--- config.mk ---
export PLATFORM = sky130hd
export DESIGN_NAME = ram_16x8_loader
export DESIGN_NICKNAME = d
export VERILOG_FILES = /design/src/rtl/sap_mem_pkg.sv /design/src/rtl/ram_16x8_loader.sv
export SDC_FILE = /design/constraint.sdc
export NUM_CORES = 1
export LEC_CHECK = 0
export ABC_AREA = 1
export BUFFER_PORTS_ARGS = -buffer_cell sky130_fd_sc_hd__buf_2
export CORE_AREA = 2 2 123 125
export CTS_CLUSTER_SIZE = 16
export DETAILED_ROUTE_END_ITERATION = 10
export DIE_AREA = 0 0 125 127
export GPL_ROUTABILITY_DRIVEN = 0
export GPL_TIMING_DRIVEN = 1
export MAX_ROUTING_LAYER = met4
export PLACE_DENSITY_LB_ADDON = 0.3
export SLEW_MARGIN = 25
export SYNTH_ARGS = -nofsm -noshare
export SYNTH_HDL_FRONTEND = slang
export SYNTH_SLANG_ARGS = --single-unit
--- constraint.sdc ---
create_clock -name clk -period 2.2 [get_ports clk]
set_clock_uncertainty 0.05 [all_clocks]
set_input_delay 0.11 -clock clk [delete_from_list [all_inputs] [get_ports clk]]
set_output_delay 0.11 -clock clk [all_outputs]
set_load 0.005 [all_outputs]
--- src/rtl/sap_mem_pkg.sv ---
// rtl/sap_mem_pkg.sv - shared types and sizes for the SAP program/data store
package sap_mem_pkg;
    localparam int MEM_DEPTH = 16;
    localparam int MEM_AW    = 4;
    localparam int MEM_DW    = 8;

    typedef enum logic [1:0] {
        IDLE = 2'd0,
        LOAD = 2'd1,
        DONE = 2'd2
    } ld_state_t;
endpackage

--- src/rtl/ram_16x8_loader.sv ---
// rtl/ram_16x8_loader.sv - 16x8 store with streaming loader and run-mode write port
// Optional LOAD_CHECKSUM_EN adds the ld_sum port and its accumulator.
module ram_16x8_loader
    import sap_mem_pkg::*;
#(
    parameter int WIDTH    = MEM_DW,
    parameter int DEPTH    = MEM_DEPTH,
    parameter int LOAD_LEN = 16
) (
    input  logic                   clk,
    input  logic                   rst,
    input  logic                   prog_mode,
    input  logic                   ld_valid,
    input  logic [WIDTH-1:0]       ld_data,
    output logic                   ld_ready,
    output logic                   ld_done,
    input  logic                   wr_en,
    input  logic [MEM_AW-1:0]      wr_addr,
    input  logic [WIDTH-1:0]       wr_data,
`ifdef LOAD_CHECKSUM_EN
    output logic [WIDTH-1:0]       ld_sum,
`endif
    output logic [WIDTH*DEPTH-1:0] mem_flat
);
    localparam logic [MEM_AW-1:0] LAST = MEM_AW'(LOAD_LEN - 1);

    ld_state_t         state, next_state;
    logic [MEM_AW-1:0] ptr;
    logic [WIDTH-1:0]  mem [DEPTH];
    logic              ld_we, run_we, ptr_clr, entry;

    always_ff @(posedge clk) begin
        if (rst) state <= IDLE;
        else     state <= next_state;
    end

    // A handshake only counts while prog_mode is still held; an abort discards it.
    always_comb begin
        next_state = state;
        ld_we      = 1'b0;
        run_we     = 1'b0;
        ptr_clr    = 1'b0;
        entry      = 1'b0;
        case (state)
            IDLE: begin
                if (prog_mode) begin
                    next_state = LOAD;
                    ptr_clr    = 1'b1;
                    entry      = 1'b1;
                end else begin
                    run_we = wr_en;
                end
            end
            LOAD: begin
                if (!prog_mode) begin
                    next_state = IDLE;
                    ptr_clr    = 1'b1;
                end else if (ld_valid) begin
                    ld_we = 1'b1;
                    if (ptr == LAST) next_state = DONE;
                end
            end
            DONE: begin
                if (!prog_mode) begin
                    next_state = IDLE;
                    ptr_clr    = 1'b1;
                end
            end
            default: next_state = IDLE;
        endcase
    end

    assign ld_ready = (state == LOAD);
    assign ld_done  = (state == DONE);

    always_ff @(posedge clk) begin
        if (rst) begin
            ptr <= '0;
            for (int i = 0; i < DEPTH; i++) mem[i] <= '0;
        end else begin
            if (ld_we)       mem[ptr]     <= ld_data;
            else if (run_we) mem[wr_addr] <= wr_data;
            // ptr parks on the last slot once the session completes
            if (ptr_clr)                  ptr <= '0;
            else if (ld_we && ptr != LAST) ptr <= ptr + 1'b1;
        end
    end

`ifdef LOAD_CHECKSUM_EN
    always_ff @(posedge clk) begin
        if (rst || entry) ld_sum <= '0;
        else if (ld_we)   ld_sum <= ld_sum + ld_data;
    end
`endif

    for (genvar g = 0; g < DEPTH; g++) begin : g_flat
        assign mem_flat[WIDTH*g +: WIDTH] = mem[g];
    end
endmodule
# Word level (Yosys, flattened, before mapping)
# Memory sizes are Yosys's and may differ from the RTL's.
# Index checks and enable logic that the tools add are counted.
# op_classes
n_addsub,1
n_eq_ne,8
n_mux,29
n_reduce_logical,7
# ops
cell,count
1-bit two-way mux,18
8-bit two-way mux,2
8-bit OR reduction,2
2-bit two-way mux,5
4-bit two-way mux,2
2-bit case mux with 3 select lines,1
4-bit by 1-bit adder with 4-bit output (second input constant),1
4-bit equality test (second input constant),1
2-bit inequality test (second input constant),2
4-bit inequality test (second input constant),1
4-bit AND reduction,1
2-bit OR reduction,2
3-bit by 2-bit inequality test with 1-bit output (second input constant),1
3-bit inequality test (second input constant),1
2-bit by 1-bit equality test with 1-bit output (second input constant),1
2-bit equality test (second input constant),1
2-bit logical NOT,1
1-bit case mux with 2 select lines,1
1-bit logical AND,1
# word_totals
reg_bits,6
ram_bits,128
in_bits,25
output_inout_bits,130
wordCells,48
n_memories,1
# memory_table
name,depth,width,read_ports,rd_clocked_by_memory_dff,write_ports,line_no,text
mem,16,8,16,0,16,ram_16x8_loader.sv:29,logic [WIDTH-1:0] mem [DEPTH];

# Depth between registers and ports, before layout
# Gate-level depths: netlist (run 1).
# depth
ltp_word,9
ltp_mapped,11
mapped_depth_nobuf,9

# Worst setup path after synthesis (run 1)
# OpenSTA, ideal clock, no wires.
# synth_timing
path_type,register to register
from,register state[0]
to,memory mem[12][0] in the netlist's numbering (enable)
setup_ns,0.384
t_arrival_ns,1.907
required_time_ns,1.766
setup_slack_ns,-0.141
stages_incl_launch_ff,11
path_buffers,1
period_less_slack_ns,2.341
cell_sequence,dfxtp_1 inv_1 ha_1 inv_1 nor2_4 nand2_4 buf_6 nand2_1 nand2_2 nand3_4 o21ai_0
# synth_rtl
item,line_no,text
from (decl),ram_16x8_loader.sv:27,"ld_state_t state, next_state;"
from (signal assigned),ram_16x8_loader.sv:34,else state <= next_state;
to (decl),ram_16x8_loader.sv:29,

==> impl_metrics.sql, run 1 <==
INSERT INTO impl_metrics (metric_group, metric, value, unit) VALUES
('outcome', 'status', 'completed', ''),
('routing', 'routed_wirelength', '14800', 'µm'),
('synthesis', 'post-synth-top-area-fraction', '64.1', '%'),
('synthesis', 'synth.ff_latch_count', '134', ''),
('finish', 'diode_insertion_count_for_antenna_repair', '0', ''),
('worst_setup_path', 'critPathSlowestCell', 'dfxtp_2', ''),
('grt', 'grt_use_total', '18.9', '%'),
('finish', 'final_cells', '814', ''),
('floorplanning', 'core_region_area', '14400', 'µm²'),
('clock_network', 'clock_sinks', '134', ''),
('synthesis', 'synth_area_per_cell', '14.1', 'µm²'),
('place', 'pre_cts_setup_slack', '0.0282', 'ns'),
('power_and_ir_drop', 'clock_power_share', '38.3', '%'),
('sta', 'slew_violations', '0', ''),
('worst_setup_path', 'critical_path_peak_fanout', '8', ''),
('synthesis', 'synth_commonest_cells', 'edfxtp_1 (128), nor3_1 (74), nor3_2 (56), nand2_1 (24), inv_1 (23)', ''),
('synthesis', 'synthDistinctLibCells', '23', ''),
('power_and_ir_drop', 'total_power', '6.58', 'mW'),
('synthesis', 'yosysSeqAreaShare', '66.1', '%'),
('sta', 'min_period_over_period', '95.3', '%'),
('min_path', 'min_path_cells', '4', ''),
('synthesis', 'synth_enable_flop_cells', '128', ''),
('grt', 'grt_pass1_vias', '3902', ''),
('synthesis', 'syn_inst', '424', ''),
('min_path', 'worstHoldEndpoint', 'ptr[3]$_SDFFE_PP0P_', ''),
('sta', 'timing_hold_violations_final', '0', ''),
('sta', 'finalHoldWorstSlack', '0.0240', 'ns'),
('clock_network', 'holdBufCountCts', '0', ''),
('grt', 'grt_start_max_net_pins', '25', ''),
('routing', 'vias', '4119', ''),
('power_and_ir_drop', 'p_sw_share', '26.6', '%'),
('synthesis', 'synthArstFlopShare', '0', '%'),
('clock_network', 'clock-root-buffer', 'clkbuf_16', ''),
('synthesis', 'synthesis.nets', '454', ''),
('power_and_ir_drop', 'total_switching_power', '1.75', 'mW'),
('finish', 'final_core_utilization', '54.2', '%'),
('floorplanning', 'ioPinCount', '155', ''),
('worst_setup_path', 'crit_required', '2.27', 'ns'),
('sta', 'totalNegativeSetupSlack', '0', 'ns'),
('sta', 'setup_viol_count_final', '0', ''),
('finish', 'fin_nets', '648', ''),
('sta', 'timing_worst_slew_pin_value', '0.378', 'ns'),
('sta', 'max_clock_freq', '477', 'MHz'),
('routing', 'drt_drc_violations_left', '0', ''),
('power_and_ir_drop', 'power_share_of_the_combinational_group', '16.4', '%'),
('power_and_ir_drop', 'power_report.internal_total', '4.83', 'mW'),
('worst_setup_path', 'cp.arrival', '2.17', 'ns'),
('routing', 'drtAntennaViolNets', '0', ''),
('sta', 'grt_setup_unrepaired', 'true', ''),
('worst_setup_path', 'path_buf_inv', '4', ''),
('clock_network', 'insertion_delay', '0.42', 'ns'),
('floorplanning', 'fp.dieW', '125', 'µm'),
('place', 'dp_hpwl', '9820', 'µm'),
('synthesis', 'synth_top_area_cell', 'edfxtp_1', ''),
('worst_setup_path', 'worst_path_largest_cell_delay', '0.32', 'ns'),
('worst_setup_path', 'critPathLaunchType', 'flop', ''),
('grt', 'grt_pass1_wl', '21900', 'µm'),
('grt', 'grt_overflow', '0', ''),
('finish', 'syn_to_final_growth', '30.5', '%'),
('clock_network', 'tritoncts', 'yes', ''),
('clock_network', 'clock_tree.htree_level_count', '4', ''),
('worst_setup_path', 'timing.critical_path.max_delay_family', 'buffers and inverters', ''),
('synthesis', 'synth.most_common_cell', 'edfxtp_1', ''),
('worst_setup_path', 'cp_cell_sequence', 'inv_1 > ha_1 > inv_1 > nor2_4 > buf_4 > nand3_1 > nand2_4 > nand3_4 > o21ai_0 > buf_4', ''),
('grt', 'grt_antenna_before_repair', '0', ''),
('place', 'placed_area', '7030', 'µm²'),
('sta', 'final_critical_path_required_period', '2.10', 'ns'),
('power_and_ir_drop', 'seqPwrFrac', '45.2', '%'),
('synthesis', 'ys_dominant_reg_cell', 'edfxtp_1', ''),
('worst_setup_path', 'timing.setup.critical_path_class', 'flop to flop', ''),
('routing', 'drt_pre_antenna_iters', '4', '');
[routing by layer]
metal  global-route usage [%]  wire length (µm)  part of all wire, %  vias to the layer above
met5                        -                 0                    0                        -
met4                     6.47               184                  1.2                        0
met1                     26.6              6830                   46                     1975
met3                     4.40              1000                  6.8                       19
met2                     27.3              6790                   46                      185
li1                         -                 -                    -                     1940
[final cells by class]
type,count,area (µm²)
fillers,1237,6600
inverters,23,86.3
clock inverters,12,88.8
clock buffers,19,433
multi-input cells,233,1710
well taps,184,230
repair buffers,209,1310
flip-flops and latches,134,3970
[worst max path at each step]
stage	startpoint	to	slack, ns	depth (start not counted)
detailed placement	state[0]$_SDFFE_PP0P_	mem[6][2]$_SDFFCE_PN0P_	0.03	10
floorplan	state[0]$_SDFFE_PP0P_	mem[12][0]$_SDFFCE_PN0P_	-0.14	10
CTS	state[0]$_SDFFE_PP0P_	mem[6][2]$_SDFFCE_PN0P_	0.02	10
global route	state[1]$_SDFFE_PP0P_	mem[8][5]$_SDFFCE_PN0P_	-0.02	10
global placement	state[0]$_SDFFE_PP0P_	mem[6][6]$_SDFFCE_PN0P_	0.1	10
finish	state[0]$_SDFFE_PP0P_	mem[8][4]$_SDFFCE_PN0P_	0.10	10
[registers in the layout, indices dropped and copies added, names as in the netlist]
name / count
mem: 128
ptr: 4
state: 2
[worst min-delay path, stage by stage]
cell and delay [ns]:
buf_2 0.13, nor3_1 0.10, nand2_1 0.07, nor2_1 0.03
[power groups by stage]
stage	clock network (mW)	logic, mW	registers [mW]
floorplan	0	0.599	3.03
global placement	0	0.929	3.02
detailed placement	0	0.952	3.02
CTS	2.56	0.956	2.97
global route	2.67	1.17	2.99
finish	2.52	1.08	2.97
[cell usage in the layout (no fill, tap or decap), drive strengths merged]
master / n
a21boi: 1
a21oi: 3
buf: 209
bufinv: 1
clkbuf: 19
clkinv: 10
clkinvlp: 1
dfxtp: 6
edfxtp: 128
ha: 5
inv: 23
nand2: 38
nand3: 13
nand3b: 3
nor2: 10
nor3: 130
o21ai: 30
[cells by family (layout without fill, tap and decap cells)]
kind of cell / count (synthesis) / count (layout) / synth area share [%]
AO/OA/AOI/OAI: 34 / 34 / 4.38
buffers and inverters: 58 / 263 / 6.47
adder cells (fa/ha/maj): 5 / 5 / 1.04
flip-flops: 134 / 134 / 66.1
AND/OR/NAND/NOR: 193 / 194 / 22.0
[what timing repair did]
action | CTS | global route
setup buffers | 0 | 14
setup endpoints to repair | 0 | 243
gates resized for setup | 0 | 27
(Power assumes the default switching activity.)
==> run 2: changes to the inputs <==
--- a/config.mk
+++ b/config.mk
@@ -15,6 +15,7 @@
 export GPL_TIMING_DRIVEN = 1
 export MAX_ROUTING_LAYER = met4
 export PLACE_DENSITY_LB_ADDON = 0.3
+export SETUP_SLACK_MARGIN = 0.15
 export SLEW_MARGIN = 25
 export SYNTH_ARGS = -nofsm -noshare
 export SYNTH_HDL_FRONTEND = slang
==> run 2 against run 1 <==
  * Clock power increased by 23%
  * Sequential share of layout area is 2.7 points lower
  * Power is 11% higher
  * Cell count increased by 1.2%
  * Worst setup slack better by 0.045 ns
  * First-iteration DRC count rose by 27%
  * Register-to-register slack better by 0.05 ns
  * Critical path type unchanged
==> impl_metrics.sql, run 2 (synthesized netlist as in run 1, its figures left out) <==
INSERT INTO impl_metrics (metric_group, metric, value, unit) VALUES
('worst_setup_path', 'critical_path_peak_fanout', '8', ''),
('grt', 'grt_antenna_before_repair', '0', ''),
('sta', 'max_slew_margin', '72.3', '%'),
('finish', 'mostFrequentLayoutCell', 'buf_2', ''),
('finish', 'diode_insertion_count_for_antenna_repair', '0', ''),
('clock_network', 'cts_buffers', '17', ''),
('power_and_ir_drop', 'total_power', '7.32', 'mW'),
('place', 'placed_area', '7000', 'µm²'),
('clock_network', 'clock_tree.htree_level_count', '4', ''),
('grt', 'grt_use_total', '19.8', '%'),
('finish', 'reg_with_most_ffs', 'mem', ''),
('floorplanning', 'initial_utilization', '41.6', '%'),
('finish', 'fin_nets', '658', ''),
('sta', 'max_clock_freq', '488', 'MHz'),
('finish', 'final_cells', '824', ''),
('worst_setup_path', 'critPathCaptureType', 'flop', ''),
('floorplanning', 'ioPinCount', '155', ''),
('worst_setup_path', 'launch_point_of_the_worst_path', 'state[0]$_SDFFE_PP0P_', ''),
('clock_network', 'insertion_delay', '0.41', 'ns'),
('routing', 'drt_first_iter_violations', '346', ''),
('place', 'io_buffers', '154', ''),
('place', 'dp_hpwl', '9650', 'µm'),
('power_and_ir_drop', 'vdd_ir_drop_max', '0.542', 'mV'),
('place', 'post-place-cells', '766', ''),
('routing', 'viasPerCell', '5.17', ''),
('worst_setup_path', 'r2r_cells', '10', ''),
('routing', 'drt-wirelength-per-cell', '18.7', 'µm'),
('routing', 'vias', '4262', ''),
('power_and_ir_drop', 'pwr_density_cell', '887', 'nW/µm²'),
('floorplanning', 'core_region_area', '14400', 'µm²'),
('clock_network', 'clock-root-buffer', 'clkbuf_16', ''),
('power_and_ir_drop', 'leakage', '3.24', 'nW'),
('min_path', 'worst_min_delay_path_category', 'input port to flop', ''),
('clock_network', 'clockBufferDepth', '2', ''),
('worst_setup_path', 'crit_required', '2.26', 'ns'),
('worst_setup_path', 'r2r-end', 'mem[1][7]$_SDFFCE_PN0P_', ''),
('worst_setup_path', 'timing.setup.critical_path_class', 'flop to flop', ''),
('routing', 'drt_pre_antenna_iters', '5', ''),
('clock_network', 'tritoncts', 'yes', ''),
('routing', 'routed_wirelength', '15400', 'µm'),
('finish', 'syn_to_final_growth', '37.8', '%'),
('finish', 'largest_registers', 'mem x128, ptr x4, state x2', ''),
('finish', 'largest_register_ff_count', '128', ''),
('worst_setup_path', 'critPathLaunchType', 'flop', ''),
('sta', 'grt_setup_unrepaired', 'true', ''),
('min_path', 'worst_hold_startpoint', 'ld_valid', ''),
('worst_setup_path', 'setup.reg_to_reg.worst_slack', '0.15', 'ns'),
('sta', 'slew_violations', '0', ''),
('finish', 'layout.filler_cells', '1178', ''),
('routing', 'drtAntennaViolNets', '0', ''),
('grt', 'grt_pass1_wl', '23300', 'µm'),
('grt', 'grt_pass1_vias', '4161', ''),
('floorplanning', 'fp.dieW', '125', 'µm'),
('sta', 'final_critical_path_required_period', '2.05', 'ns'),
('worst_setup_path', 'worstSetupEndpoint', 'mem[1][7]$_SDFFCE_PN0P_', ''),
('sta', 'min_period_over_period', '93.2', '%'),
('sta', 'setup_viol_count_final', '0', ''),
('floorplanning', 'row_count', '44', ''),
('routing', 'drt_drc_violations_left', '0', ''),
('grt', 'grt_overflow', '0', ''),
('grt', 'grt_start_max_net_pins', '19', ''),
('outcome', 'status', 'completed', ''),
('flow_run', 'max_capacitance_violation_count', '0', ''),
('floorplanning', 'dieHeight', '127', 'µm'),
('sta', 'timing_worst_slew_pin_value', '0.413', 'ns'),
('clock_network', 'clkSlewWorstSetupHoldPaths', '0.06', 'ns'),
('sta', 'timing_hold_violations_final', '0', ''),
('worst_setup_path', 'critical_path.reg2reg.startpoint', 'state[0]$_SDFFE_PP0P_', ''),
('finish', 'layout_common_cells', 'buf_2 (154), edfxtp_1 (128), nor3_2 (71), nor3_1 (58), buf_4 (36)', ''),
('finish', 'post-route-cell-area', '8260', 'µm²'),
('clock_network', 'clock_sinks', '134', ''),
('floorplanning', 'overall_die_area', '15900', 'µm²'),
('finish', 'drive_above_1_share', '58.1', '%'),
('worst_setup_path', 'cp.arrival', '2.11', 'ns');
run 2: what timing repair did:
| action | 4_1_cts | 5_1_grt |
|---|---|---|
| resized for setup | 9 | 60 |
| hold endpoints to repair | 1 | 0 |
| gates cloned | 0 | 2 |
| hold buffers | 1 | 0 |
| setup endpoints to repair | 240 | 250 |
| buffers inserted | 14 | 10 |
| pin swaps | 8 | 13 |
run 2: stage by stage:
| stage | TNS [ns] | hold WS, ns | setup WS, ns | utilization (%) |
|---|---|---|---|---|
| after floorplan | 0 | 0.243 | 0.0722 | - |
| after global placement | 0 | 0.434 | 0.0275 | 48.5 |
| after detailed placement | -0.00508 | 0.428 | -0.00508 | 48.5 |
| after CTS | 0 | 0.0407 | 0.151 | 54.8 |
| after global routing | 0 | 0.0813 | 0.0542 | 57.3 |
| final | 0 | 0.0606 | 0.149 | 57.3 |
run 2: worst min path at each step:
stage                                to  slack (ns)  cells after the start
floorplan           ptr[3]$_SDFFE_PP0P_        0.24                      3
global placement    ptr[3]$_SDFFE_PP0P_        0.43                      4
detailed placement  ptr[3]$_SDFFE_PP0P_        0.43                      4
CTS                 ptr[0]$_SDFFE_PP0P_        0.04                      5
global route        ptr[0]$_SDFFE_PP0P_        0.08                      5
finish              ptr[0]$_SDFFE_PP0P_        0.06                      5
run 2: per-layer routing:
layer  up-vias  wire (µm)  global-route usage, %
met3        15       1120                   4.82
met2       175       7420                   29.8
met1      2113       6680                   26.8
met4         0        221                   6.60
li1       1959          -                      -
met5         -          0                      -
run 2: critical path, stage by stage (launching register included):
cell and delay [ns]:
dfxtp_2 0.33, inv_2 0.09, ha_4 0.14, inv_2 0.04, nor2_4 0.18, buf_6 0.14, nand3_1 0.09, nand2_2 0.15
nand3_4 0.18, o21ai_1 0.18, buf_4 0.18
run 2: power breakdown:
group	internal [mW]	switching [mW]
logic	0.472	0.760
clock network	2.02	1.09
registers	2.92	0.0570
run 2: cell type report:
| type | count | area (µm²) | area share (%) |
|---|---|---|---|
| clock buffer | 17 | 425 | 5.15 |
| multi-input combinational | 233 | 1870 | 22.7 |
| timing repair buffer | 219 | 1450 | 17.6 |
| sequential | 134 | 3970 | 48.0 |
| tap | 184 | 230 | 2.79 |
| inverter | 23 | 86.3 | 1.05 |
| clock inverter | 14 | 225 | 2.73 |
